[config.mk]
export PLATFORM = sky130hd
export DESIGN_NAME = code_arbiter
export DESIGN_NICKNAME = d
export VERILOG_FILES = /design/src/rtl/code_arb_pkg.sv /design/src/rtl/encoder.sv /design/src/rtl/code_arbiter.sv
export SDC_FILE = /design/constraint.sdc
export NUM_CORES = 1
export LEC_CHECK = 0
export ABC_AREA = 1
export CORE_ASPECT_RATIO = 0.6
export CORE_MARGIN = 5
export CORE_UTILIZATION = 45
export DETAILED_ROUTE_END_ITERATION = 10
export GPL_ROUTABILITY_DRIVEN = 1
export PLACE_DENSITY = 0.77
export SETUP_SLACK_MARGIN = 0.3
export SLEW_MARGIN = 5
export SYNTH_ARGS = -nofsm -noshare
export SYNTH_HDL_FRONTEND = slang
export SYNTH_SLANG_ARGS = --single-unit
[constraint.sdc]
create_clock -name clk -period 1.9 [get_ports clk]
set_input_delay 0.57 -clock clk [delete_from_list [all_inputs] [get_ports clk]]
set_output_delay 0.57 -clock clk [all_outputs]
set_load 0.005 [all_outputs]
[src/rtl/code_arb_pkg.sv]
`default_nettype none
// +----------------------------------------------------------------------+
// | code_arb_pkg: shared constants, states and round-robin pick (rev 1.0) |
// +----------------------------------------------------------------------+
package code_arb_pkg;

  localparam int CODE_W = 7;
  localparam int SYM_W  = 3;

  localparam logic [1:0] ST_IDLE = 2'd0;
  localparam logic [1:0] ST_SEND = 2'd1;
  localparam logic [1:0] ST_GAP  = 2'd2;

  // First set request scanning ptr, ptr+1, ... modulo n (n <= 8).
  function automatic logic [2:0] rr_pick(input logic [7:0] req,
                                         input logic [2:0] ptr,
                                         input int         n);
    logic [2:0] win;
    logic       found;
    int         idx;
    win   = '0;
    found = 1'b0;
    for (int i = 0; i < 8; i++) begin
      idx = (int'(ptr) + i) % n;
      if ((i < n) && !found && req[idx]) begin
        win   = 3'(idx);
        found = 1'b1;
      end
    end
    return win;
  endfunction

endpackage
`default_nettype wire

[src/rtl/encoder.sv]
`default_nettype none
// +----------------------------------------------------------------------+
// | encoder: 3-bit symbol to 7-bit code, one-hot or Gray table (rev 1.0)  |
// +----------------------------------------------------------------------+
module encoder #(
  parameter int USE_GRAY = 0
) (
  input  logic [2:0] sym,
  output logic [6:0] code
);

  generate
    if (USE_GRAY != 0) begin : g_gray
      always_comb begin
        code = '0;
        case (sym)
          3'd0: code = 7'd0;
          3'd1: code = 7'd1;
          3'd2: code = 7'd3;
          3'd3: code = 7'd2;
          3'd4: code = 7'd6;
          3'd5: code = 7'd7;
          3'd6: code = 7'd5;
          3'd7: code = 7'd4;
          default: code = '0;
        endcase
      end
    end else begin : g_onehot
      // Symbol 0 maps to an all-zero code; 1..7 select a single bit.
      always_comb begin
        code = '0;
        case (sym)
          3'd0: code = 7'd0;
          3'd1: code = 7'd1;
          3'd2: code = 7'd2;
          3'd3: code = 7'd4;
          3'd4: code = 7'd8;
          3'd5: code = 7'd16;
          3'd6: code = 7'd32;
          3'd7: code = 7'd64;
          default: code = '0;
        endcase
      end
    end
  endgenerate

endmodule
`default_nettype wire

[src/rtl/code_arbiter.sv]
`default_nettype none
// +----------------------------------------------------------------------+
// | code_arbiter: round-robin share of one symbol encoder (rev 1.0)       |
// +----------------------------------------------------------------------+
module code_arbiter
  import code_arb_pkg::*;
#(
  parameter  int NUM_REQ  = 4,
  parameter  int USE_GRAY = 0,
  parameter  int GAP      = 0,
  localparam int SRC_W    = (NUM_REQ > 1) ? $clog2(NUM_REQ) : 1
) (
  input  logic                     clk,
  input  logic                     rst,
  input  logic [NUM_REQ-1:0]       req,
  input  logic [SYM_W*NUM_REQ-1:0] sym,
  output logic [NUM_REQ-1:0]       gnt,
  output logic [CODE_W-1:0]        out_code,
  output logic [SRC_W-1:0]         out_src,
  output logic                     out_valid,
  input  logic                     out_ready,
  output logic [7:0]               sent_cnt
);

  logic [1:0]         state;
  logic [2:0]         ptr;
  logic [3:0]         gap_cnt;
  logic [7:0]         req_ext;
  logic [2:0]         winner;
  logic [2:0]         next_ptr;
  logic [SYM_W-1:0]   win_sym;
  logic [CODE_W-1:0]  win_code;
  logic [NUM_REQ-1:0] win_onehot;

  always_comb begin
    req_ext              = '0;
    req_ext[NUM_REQ-1:0] = req;
  end

  assign winner   = rr_pick(req_ext, ptr, NUM_REQ);
  assign next_ptr = (winner == 3'(NUM_REQ - 1)) ? 3'd0 : winner + 3'd1;
  assign win_sym  = sym[SYM_W*int'(winner) +: SYM_W];

  always_comb begin
    win_onehot = '0;
    for (int i = 0; i < NUM_REQ; i++) begin
      win_onehot[i] = (winner == 3'(i));
    end
  end

  encoder #(.USE_GRAY(USE_GRAY)) u_encoder (
    .sym  (win_sym),
    .code (win_code)
  );

  // gnt defaults low every cycle so it is a single-cycle pulse.
  always_ff @(posedge clk or posedge rst) begin
    if (rst) begin
      state     <= ST_IDLE;
      ptr       <= '0;
      gap_cnt   <= '0;
      gnt       <= '0;
      out_code  <= '0;
      out_src   <= '0;
      out_valid <= 1'b0;
      sent_cnt  <= '0;
    end else begin
      gnt <= '0;
      case (state)
        ST_IDLE: begin
          if (|req) begin
            gnt       <= win_onehot;
            out_code  <= win_code;
            out_src   <= winner[SRC_W-1:0];
            out_valid <= 1'b1;
            ptr       <= next_ptr;
            state     <= ST_SEND;
          end
        end
        ST_SEND: begin
          if (out_ready) begin
            out_valid <= 1'b0;
            sent_cnt  <= sent_cnt + 8'd1;
            if (GAP > 0) begin
              gap_cnt <= 4'(GAP);
              state   <= ST_GAP;
            end else begin
              state <= ST_IDLE;
            end
          end
        end
        ST_GAP: begin
          gap_cnt <= gap_cnt - 4'd1;
          if (gap_cnt == 4'd1) state <= ST_IDLE;
        end
        default: state <= ST_IDLE;
      endcase
    end
  end

endmodule
`default_nettype wire

==> results.yml, run 1 <==
placement:
  post-dp-hpwl_um: 2840
  dpl_cell_area_um2: 2290
  post-place-ws_ns: -0.610
  place.gp.congestion: 0.838
  portBuffers: 40
timing:
  post-route-period-util_pct: 102
  post-route-min-period_ns: 1.94
  hold_viol_final: 0
  drv_slew: 0
  finalClockSkew_ns: 0.00445
  hold_slack_ns: 0.490
  tightest_slew_ns: 0.378
  setup_slack_ns: -0.0409
  tns_ns: -0.0818
  max_freq_mhz: 515
  setup_viol: 3
  grt_setup_unrepaired: "yes"
  relSlewSlack_pct: 74.5
worst_setup_path:
  cp_max_fo: 9
  arrival_ns: 2.14
  cp_cell_sequence: "buf_12 > clkinv_8 > nand2_4 > and2_4 > a21oi_4 > nand2_2 > nand2_4 > buf_6 > nand3_1 > nand3_2 > nand2_4 > nor2_2 > nand2_1 > nand2_1"
  crit_family: "simple AND/OR/NAND/NOR gates"
  worst_ep_required_time_ns: 2.10
  crit_type: "reg2reg"
  endpoint_kind: "flip-flop"
  reg2reg_setup_slack_ns: -0.04
  cp_num_buf_inv: 3
  cpMostUsedCell: "nand2_4"
  cp_slowest_cell: "dfrtp_1"
  startpoint_type: "flip-flop"
  max_stage_delay_ns: 0.40
synth:
  synth_nets: 234
  synth_commonest_cells: "nand2_1 (57), inv_1 (27), dfrtp_1 (24)"
  synthCells: 210
  async_flop_share_pct: 100
  ys_ff_latch: 24
  ys.flop_type: "dfrtp_1"
  synth_warnings: 0
  syn_area_um2: 1670
  syn_area_per_cell_um2: 7.95
  synth_most_common_cell: "nand2_1"
  synth.top_cells.by_area: "dfrtp_1 (36%), nand2_1 (13%), nand2_2 (6.7%)"
  ys_seq_area_share_pct: 36.0
  yosysUniqueCellTypes: 31
  synth_edf_count: 0
  synth_top_area_share_pct: 36.0
  yosysTopAreaCell: "dfrtp_1"
run:
  drv_cap: 0
cts:
  clkSinkCount: 24
  clk_transition_reported_paths_ns: 0.08
  h-tree-depth: 1
  cts_buffers: 3
  cts_tree: "done"
  clockBufferDepth: 2
  clk_latency_ns: 0.26
  clock-root-buffer: "clkbuf_8"
run_status:
  outcome: "complete, but fails checks"
  violations: "setup timing"
drt:
  drtPass1Iterations: 4
  drc: 0
  wl_um: 4230
  wl_per_cell_um: 12.6
  drt_iter0_drc: 60
  vias: 1612
  drt-vias-per-instance: 4.80
  postRouteAntennaNets: 0
die:
  die-height_um: 57.2
  initial_utilization_pct: 46.2
  core-area_um2: 3620
  dieArea_um2: 5070
  die_w_um: 88.6
  rows: 17
  io_pins: 41
global_route:
  grt_pass1_vias: 1544
  grt_pass1_wl_um: 6970
  grt_max_degree: 25
  grt_util_all_layers_pct: 17.2
  antenna_found_initial: 0
  grt_overflow: 0
power_and_ir_drop:
  vdd_drop_max_mv: 0.946
  p_leak_nw: 1.39
  powerDensity_nw_per_um2: 1890
hold_path:
  min_path_type: "reg2reg"
layout:
  areaGrowthSynthToFinish_pct: 58.1
  stdcell_area_um2: 2640
  antennaDiodeCount: 0
  nets: 314
  drive_gt1_share_pct: 38.8
[power by group]
part | switching (W) | internal (W) | total (W) | leakage (nW)
registers | 0.000129 | 0.000740 | 0.000869 | 0.304
clock network | 0.000158 | 0.000281 | 0.000440 | 0.0357
logic | 0.00197 | 0.00170 | 0.00367 | 1.05
[registers in the layout, summed over array words and instances, names as in the netlist]
name	flops
out_code	7
gnt	4
out_valid	1
out_src	2
ptr	2
sent_cnt	8
[metrics by stage]
stage | instances | total power [W] | utilization, %
2_1_floorplan | 210 | 0.00289 | -
3_3_place_gp | 312 | 0.00373 | 63.4
3_5_place_dp | 312 | 0.00379 | 63.4
4_1_cts | 335 | 0.00470 | 70.4
5_1_grt | 336 | 0.00541 | 73.0
6_report | 336 | 0.00498 | 73.0
[cell type report]
| cell class | count | area [um^2] |
|---|---|---|
| clock buffer | 3 | 41.3 |
| clock inverter | 1 | 30.0 |
| fill | 289 | 977 |
| inverter | 31 | 146 |
| multi-input combinational | 151 | 1020 |
| sequential | 24 | 601 |
| tap | 47 | 58.8 |
| timing repair buffer | 79 | 739 |
[worst reg2reg max path: stages (launching register included)]
cell and delay [ns]:
dfrtp_1 0.40, buf_12 0.16, clkinv_8 0.07, nand2_4 0.04, and2_4 0.14, a21oi_4 0.16
nand2_2 0.12, nand2_4 0.14, buf_6 0.14, nand3_1 0.10, nand3_2 0.11, nand2_4 0.07
nor2_2 0.12, nand2_1 0.06, nand2_1 0.07
[kinds of logic after synthesis]
logic type	synth area share, %
compound gates	3.30
xor+xnor	3.15
fa+ha+maj	3.75
buf+inv	11.3
flops	36.0
simple gates	42.5
[path summary, 6_finish.rpt]
path                        startpoint          end  cells past startpoint
setup reg to reg                ptr[0]  out_code[5]                     14
min in group asynchronous          rst       gnt[2]                      3
max in group asynchronous          rst  out_code[3]                      3
hold reg to reg            out_code[2]  out_code[2]                      2
setup / recovery                ptr[0]  out_code[5]                     14
hold / removal             out_code[2]  out_code[2]                      2
[routing by layer]
metal	vias to the layer above	global-route usage, %	part of all wire (%)
li1	809	-	-
met1	753	23.8	45
met2	50	27.9	49
met3	0	4.91	6.5
met4	0	1.51	0
met5	-	0	0
[cell usage in the layout (no fill, tap or decap), types with 5 or more instances in the layout]
cell type / synthesis / layout
nor2_1: 8 / 8
buf_6: 4 / 9
clkdlybuf4s50_1: 0 / 14
dfrtp_1: 24 / 24
nand3_2: 4 / 10
nand2_4: 5 / 7
buf_4: 0 / 26
dlygate4sd2_1: 0 / 22
nand2_2: 18 / 25
inv_1: 27 / 22
nor2_4: 2 / 5
nand3_1: 22 / 16
nand2_1: 57 / 48
[what timing repair did]
| action | in CTS | in global routing |
|---|---|---|
| hold buffers | 0 | 0 |
| setup buffers | 17 | 0 |
| gates cloned | 2 | 1 |
| gates resized for setup | 51 | 24 |
| setup endpoints to repair | 39 | 17 |
| pin swaps | 13 | 10 |
(Power assumes the default switching activity.)
==> inputs of run 2 (changes only) <==
- CTS_CLUSTER_DIAMETER: not set -> 120
==> results of run 2 <==
Final layout, timing and power as in run 1 (identical DEF).
